`src/rtl/rf_pkg.sv`:
```
// Shared types and default sizing for the parametrised register file.
package rf_pkg;
  localparam int RF_DATA_W = 8;
  localparam int RF_DEPTH  = 4;

  typedef enum logic [1:0] {
    RF_IDLE  = 2'd0,
    RF_SWEEP = 2'd1,
    RF_DONE  = 2'd2
  } rf_state_t;
endpackage

```
`src/rtl/rf_clear_seq.sv`:
```
// Clear sequencer: walks every entry once (one per cycle) then pulses done for a cycle.
// Latency: clr_req accepted in RF_IDLE -> DEPTH busy cycles -> 1 done cycle; no backpressure.
module rf_clear_seq
  import rf_pkg::*;
#(
  parameter int DEPTH  = RF_DEPTH,
  parameter int ADDR_W = $clog2(DEPTH)
) (
  input  logic              clk,
  input  logic              reset,
  input  logic              clr_req,
  output logic              clr_busy,
  output logic              clr_done,
  output logic              seq_idle,
  output logic              swp_we,
  output logic [ADDR_W-1:0] swp_idx
);
  localparam logic [ADDR_W-1:0] LAST_IDX = ADDR_W'(DEPTH - 1);

  rf_state_t         state_q, state_d;
  logic [ADDR_W-1:0] cnt_q, cnt_d;

  always_comb begin
    state_d = state_q;
    cnt_d   = cnt_q;
    case (state_q)
      RF_IDLE: begin
        if (clr_req) state_d = RF_SWEEP;
      end
      RF_SWEEP: begin
        if (cnt_q == LAST_IDX) begin
          state_d = RF_DONE;
          cnt_d   = '0;
        end else begin
          cnt_d = cnt_q + 1'b1;
        end
      end
      RF_DONE: begin
        state_d = RF_IDLE;
        cnt_d   = '0;
      end
      default: begin
        state_d = RF_IDLE;
        cnt_d   = '0;
      end
    endcase
  end

  always_ff @(posedge clk or posedge reset) begin
    if (reset) begin
      state_q <= RF_IDLE;
      cnt_q   <= '0;
    end else begin
      state_q <= state_d;
      cnt_q   <= cnt_d;
    end
  end

  assign clr_busy = (state_q == RF_SWEEP);
  assign clr_done = (state_q == RF_DONE);
  assign seq_idle = (state_q == RF_IDLE);
  assign swp_we   = clr_busy;
  assign swp_idx  = cnt_q;
endmodule

```
`src/rtl/rf_param.sv`:
```
// DATA_W x DEPTH register file, 1 write + 2 registered read ports, hardware clear sweep.
// Read latency 1 cycle; writes are dropped while a sweep runs. RF_BYPASS_EN enables same-edge write->read forwarding.
module rf_param
  import rf_pkg::*;
#(
  parameter int DATA_W = RF_DATA_W,
  parameter int DEPTH  = RF_DEPTH,
  parameter int ADDR_W = $clog2(DEPTH)
) (
  input  logic              clk,
  input  logic              reset,
  input  logic [DATA_W-1:0] data_in,
  input  logic              WE,
  input  logic [ADDR_W-1:0] WA,
  input  logic              RAE,
  input  logic [ADDR_W-1:0] RAA,
  input  logic              RBE,
  input  logic [ADDR_W-1:0] RBA,
  input  logic              clr_req,
  output logic              clr_busy,
  output logic              clr_done,
  output logic              wr_err,
  output logic [DATA_W-1:0] A,
  output logic [DATA_W-1:0] B
);
`ifdef RF_BYPASS_EN
  localparam bit BYPASS = 1'b1;
`else
  localparam bit BYPASS = 1'b0;
`endif
  // One extra bit so addresses up to 2**ADDR_W-1 compare correctly when DEPTH is not a power of two.
  localparam logic [ADDR_W:0] DEPTH_L = DEPTH[ADDR_W:0];

  logic [DATA_W-1:0] mem_q [DEPTH];
  logic [DATA_W-1:0] mem_d [DEPTH];
  logic [DATA_W-1:0] a_q, a_d, b_q, b_d;
  logic              wr_err_q, wr_err_d;
  logic              seq_idle, swp_we;
  logic [ADDR_W-1:0] swp_idx;
  logic              wa_ok, raa_ok, rba_ok, wr_ok;

  rf_clear_seq #(
    .DEPTH (DEPTH),
    .ADDR_W(ADDR_W)
  ) u_clear_seq (
    .clk     (clk),
    .reset   (reset),
    .clr_req (clr_req),
    .clr_busy(clr_busy),
    .clr_done(clr_done),
    .seq_idle(seq_idle),
    .swp_we  (swp_we),
    .swp_idx (swp_idx)
  );

  always_comb begin
    wa_ok    = ({1'b0, WA} < DEPTH_L);
    raa_ok   = ({1'b0, RAA} < DEPTH_L);
    rba_ok   = ({1'b0, RBA} < DEPTH_L);
    wr_ok    = WE && seq_idle && wa_ok;
    wr_err_d = WE && seq_idle && !wa_ok;

    mem_d = mem_q;
    if (wr_ok)  mem_d[WA]      = data_in;
    if (swp_we) mem_d[swp_idx] = '0;

    // Reads see the pre-edge array; sweep writes are never forwarded.
    a_d = a_q;
    if (RAE) begin
      if (BYPASS && wr_ok && (RAA == WA)) a_d = data_in;
      else if (raa_ok)                    a_d = mem_q[RAA];
      else                                a_d = '0;
    end

    b_d = b_q;
    if (RBE) begin
      if (BYPASS && wr_ok && (RBA == WA)) b_d = data_in;
      else if (rba_ok)                    b_d = mem_q[RBA];
      else                                b_d = '0;
    end
  end

  always_ff @(posedge clk or posedge reset) begin
    if (reset) begin
      mem_q    <= '{default: '0};
      a_q      <= '0;
      b_q      <= '0;
      wr_err_q <= 1'b0;
    end else begin
      mem_q    <= mem_d;
      a_q      <= a_d;
      b_q      <= b_d;
      wr_err_q <= wr_err_d;
    end
  end

  assign A      = a_q;
  assign B      = b_q;
  assign wr_err = wr_err_q;
endmodule

```
`config.mk`:
```
export PLATFORM = sky130hd
export DESIGN_NAME = rf_param
export DESIGN_NICKNAME = d
export VERILOG_FILES = /design/src/rtl/rf_pkg.sv /design/src/rtl/rf_clear_seq.sv /design/src/rtl/rf_param.sv
export SDC_FILE = /design/constraint.sdc
export NUM_CORES = 1
export LEC_CHECK = 0
export ABC_AREA = 1
export CAP_MARGIN = 20
export CORE_UTILIZATION = 60
export CTS_BUF_LIST = sky130_fd_sc_hd__clkbuf_8
export DETAILED_ROUTE_END_ITERATION = 12
export DONT_BUFFER_PORTS = 1
export PLACE_DENSITY = 0.8
export SLEW_MARGIN = 20
export SYNTH_ARGS = -nofsm -noshare
export SYNTH_HDL_FRONTEND = slang
export SYNTH_HIERARCHICAL = 1
export SYNTH_SLANG_ARGS = --single-unit
export TNS_END_PERCENT = 30
```
`constraint.sdc`:
```
create_clock -name clk -period 3.06 [get_ports clk]
set_input_delay 0 -clock clk [delete_from_list [all_inputs] [get_ports clk]]
set_output_delay 0 -clock clk [all_outputs]
set_load 0.02 [all_outputs]
```
======== Word level (Yosys, flattened, before mapping) ========
Cells that the tools add are included.
storage, ports and cells
  register bits ........................... 52
  output and inout port bits .............. 19
  logic and storage cells ................. 49
operators by class
  add/subtract/negate cells ............... 1
  magnitude comparators ................... 6
  equal/unequal tests ..................... 5
  muxes and demuxes ....................... 18
  bitwise gates (word level) .............. 6
  reductions and logical operators ........ 5
operators with widths
  operator               count
  $mux W32               2
  $mux W8                6
  $and A32 B32 Y32       1
  $bmux W8 S2            2
  $bwmux W32             1
  $demux W8 S2           2
  $not A32 Y32           1
  $ge A3 B3 Y1 const B   4
  $not A2 Y3             4
  $pmux W2 S2            2
  $lt A3 B1 Y1 const B   2
  $mux W2                3
  $eq A2 B2 Y1 const B   2
  $logic_and A1 B1 Y1    3
  $add A2 B1 Y2 const B  1
  $eq A2 B1 Y1 const B   1
  $logic_not A2 Y1       1
  $ne A2 B1 Y1 const B   1
  $ne A2 B2 Y1 const B   1
  $reduce_and A2 Y1      1

======== Logic depth before layout (Yosys ltp) ========
  word-level depth ........................ 9
  depth in mapped cells ................... 8

======== Hierarchy ========
The synthesis kept the hierarchy.
by module, submodules not included
  module        instances  cells an instance  area each (um^2)
  rf_param      1          423                2,811.4
  rf_clear_seq  1          24                 195.2

======== Worst setup path after synthesis ========
Ideal clock, no wire load.
  path kind ............................... reg-to-reg
  from .................................... register u_clear_seq.state_q[1]
  to ...................................... register mem_q[24] (netlist name)
  setup time .............................. 117 ps
  arrival ................................. 1,284 ps
  required time ........................... 2,943 ps
  path slack .............................. 1,659 ps
  cell stages (with the launch flop) ...... 8
  clock period less this slack ............ 1,401 ps
  cells stage by stage .................... dfrtp_1 > nor2_2 > nand2_4 > nor2_4 > buf_2 > nand3_1 > nand2_1 > nor2_1
RTL lines
  element                 RTL line            source
  from (decl)             rf_clear_seq.sv:20  rf_state_t state_q, state_d;
  from (signal assigned)  rf_clear_seq.sv:54  state_q <= state_d;
  to (signal assigned)    rf_param.sv:90      mem_q <= mem_d;
  to (decl)               rf_param.sv:34      logic [DATA_W-1:0] mem_q [DEPTH];

======== Final worst setup path ========
  from .................................... register mem_q[13] (netlist name)
  to ...................................... register b_q[5], in the netlist B[5]
between the ends
  cells in the longest elaborated chain, start to end .. 3
ends and longest elaborated chain
  element                                      RTL line        source
  $bmux W8 S2                                  rf_param.sv:78  else if (rba_ok) b_d = mem_q[RBA];
  $mux W8 (implied by the code) (2 in series)  rf_param.sv:78
  to (signal assigned)                         rf_param.sv:87  b_q <= '0;
  to (signal assigned)                         rf_param.sv:92  b_q <= b_d;
  to (decl)                                    rf_param.sv:36  logic [DATA_W-1:0] a_q, a_d, b_q, b_d;
Every way passes these cells. The select of a mux whose other input is x is not followed.
A chain may end at the register's enable or synchronous reset.

==> results.ini <==
[floorplanning]
ioPinCount=39
fp.coreArea_sq_mm=0.00479
die_w_um=72.8
die_h_um=72.8
start_util=0.628
dieArea_sq_mm=0.00530
num_rows=25

[routing]
drt_iter0_markers=301
viasPerCell=5.29
vias=2767
drtAntennaViolNets=0
wl_per_cell_um=14.0
drtPass1Iterations=5
drc=0
finalWirelength_um=7340

[worst_setup_path]
worstSetupEndpoint=B[5]
critPathMaxFanout=3
cp.arrival_ns=2.19
cp-startpoint=mem_q[13]
cp-end-kind=flip-flop
r2r_end=B[5]
crit_chain=inv_1 -> nand2_1 -> nand3_1 -> dlygate4sd3_1 -> nand2_1 -> dlygate4sd3_1 -> nand2_1 -> nand2_1
critPathMaxStageDelay_ns=0.56
rr_worst_depth=8
path_common_cell=nand2_1
reg2reg_setup_slack_ns=1.08
startpoint_type=flip-flop
cp_slowest_cell=dlygate4sd3_1
worstSetupPathType=flip-flop to flip-flop
r2r-start=mem_q[13]
crit_required_ns=3.27

[power_and_ir_drop]
power_density_mw_per_mm2=789
leakagePower_uw=0.00195
seqPwrFrac=0.435
power.internal_uw=1510
ir_worst_vdd_mv=0.479
switching_share=0.420
p_switching_uw=1090
pwr-share-clk=0.194
combPwrFrac=0.371

[global_route]
grt_max_degree=49
globalRouteOverflowTotal=0
grt_pass1_wl_um=12100
antenna_found_initial=0
first_global_vias=2679
grt_util_all_layers=0.302

[synth]
yosys_warnings=6
synth_compound_area_frac=0
synthFlopType=dfrtp_1
synthesis.area_sq_mm=0.00301
synth-seq-area-share=0.433
muxShareOfSynthArea=0
synth_cell_types=21
synthAdderAreaFrac=0.00416
yosysTopAreaCell=dfrtp_1
synthSimpleGateAreaFrac=0.445
synth_most_common_cell=nand2_1
synth-seq-cells=52
yosys-top-cells-area=dfrtp_1 43%, nand2_1 22%, nand3_1 11%, nor2_1 7.2%, inv_1 7.0%
synthXorXnorAreaFrac=0
syn_avg_cell_area_sq_um=6.73
synth_edf_count=0
synth_top_area_frac=0.433
synth_top_family_by_area=simple AND/OR/NAND/NOR gates
async_reset_ff_frac=1.00
syn_nets=468
syn_inst=447
ys_top_cells_by_count=176 x nand2_1, 69 x nand3_1, 58 x nor2_1, 56 x inv_1, 52 x dfrtp_1

[run_status]
violations=hold timing
status=finished with violations

[min_path]
holdPathStages=5
hold_class=primary input to flip-flop

[layout]
area_delta_synth_final_pct=9.61
finalNetCount=476
num-fill-cells=419
layout-drive-gt1-share=0.0548
multiInputGateArea_sq_mm=0.00136
antennaDiodeCount=0
final_util=0.689
seq_area_sq_mm=0.00130

[timing]
max_freq_ghz=0.506
maxSlewViolCount=0
rsz0062_at_grt=no
skew_ns=0.00862
worst_pin_slew_ns=0.833
hold_viol=1
slew_headroom=0.443
fin_crit_sh=0.646
final-setup-viol-count=0
layout_min_cycle_time_ns=1.98
tns_ns=0
hold-worst-slack_ns=-0.000137

[clock_network]
path_clk_slew_ns=0.10
cts_root_buffer=clkbuf_8
cts_buffer_depth=2
cts_inserted_buffers=5
worstSkewPairLatency_ns=0.31
clock-sinks=52
cts_tree=yes
h-tree-depth=2

[place]
port_buffers=0
gp_congestion=0.863
hpwl_um=5070

[job]
cap_violations=0

through the flow:
step / hold WS [ns] / setup slack, ns / power, uW / cell area (sq um) / instances
after global placement: -0.220 / 1.54 / 2000 / 2990 / 497
after detailed placement: -0.212 / 1.44 / 2040 / 2990 / 497
final: -0.000137 / 1.08 / 2600 / 3300 / 523
after floorplan: -0.234 / 1.66 / 1850 / 3010 / 447
after global routing: 0.0245 / 1.00 / 2800 / 3300 / 523
after CTS: 0.000380 / 1.08 / 2590 / 3290 / 523
per-layer routing:
metal	vias up	wire length, um	track usage	part of all wire
li1	1354	-	-	-
met1	1257	3150	0.398	0.43
met2	135	3450	0.485	0.47
met3	21	492	0.0566	0.067
met4	0	251	0.137	0.034
met5	-	0	0	0
cells in the final DEF, fill, tap and decap left out, types with 2 or more instances in the layout:
master | netlist | layout
inv_1 | 56 | 55
nand2_1 | 176 | 176
nor2_2 | 2 | 2
clkbuf_8 | 0 | 6
dlygate4sd3_1 | 0 | 18
nand3_1 | 69 | 69
nor2_1 | 58 | 58
inv_2 | 5 | 5
nor3_4 | 3 | 3
dfrtp_1 | 52 | 52
layout make-up:
| cell class | instances | share of cell area |
|---|---|---|
| timing repair buffer | 18 | 0.0547 |
| inverter | 63 | 0.0771 |
| clock buffer | 6 | 0.0251 |
| multi-input combinational | 315 | 0.411 |
| sequential | 52 | 0.395 |
| tap | 67 | 0.0254 |
| clock inverter | 2 | 0.0118 |
critical path: cells and delay by family, from the launching register on:
family                 cells  cell delay, ns
AND/OR/NAND/NOR            5            0.30
flip-flops                 1            0.38
buffers and inverters      3            1.21
sequential cells by signal, indices dropped and copies added, names as in the netlist:
name and flops:
B 8, u_clear_seq/state_q 2, u_clear_seq/swp_idx 2, A 8, mem_q 32
power groups by stage:
stage	clock (uW)	sequential, uW	combinational (uW)
finish	505	1130	965
global route	535	1160	1100
floorplan	0	1100	746
CTS	511	1130	949
global placement	0	1130	877
detailed placement	0	1140	896
kinds of logic after synthesis:
family / Yosys count
buf+inv: 80
simple gates: 313
fa+ha+maj: 1
flops: 52
other cells: 1
worst min-delay path by stage:
| stage | startpoint | to | slack, ns |
|---|---|---|---|
| 2_1_floorplan | reset | u_clear_seq/state_q[0] | -0.23 |
| 3_3_place_gp | reset | u_clear_seq/swp_idx[1] | -0.22 |
| 3_5_place_dp | reset | u_clear_seq/swp_idx[1] | -0.21 |
| 4_1_cts | data_in[6] | mem_q[6] | 0.0004 |
| 5_1_grt | data_in[6] | mem_q[22] | 0.02 |
| 6_report | RBA[1] | B[7] | -0.0001 |
repair_timing:
item,in CTS,in global routing
resized for setup,0,0
setup buffers,0,0
hold endpoints to repair,101,0
hold buffers,18,0
(Power assumes the default switching activity.)
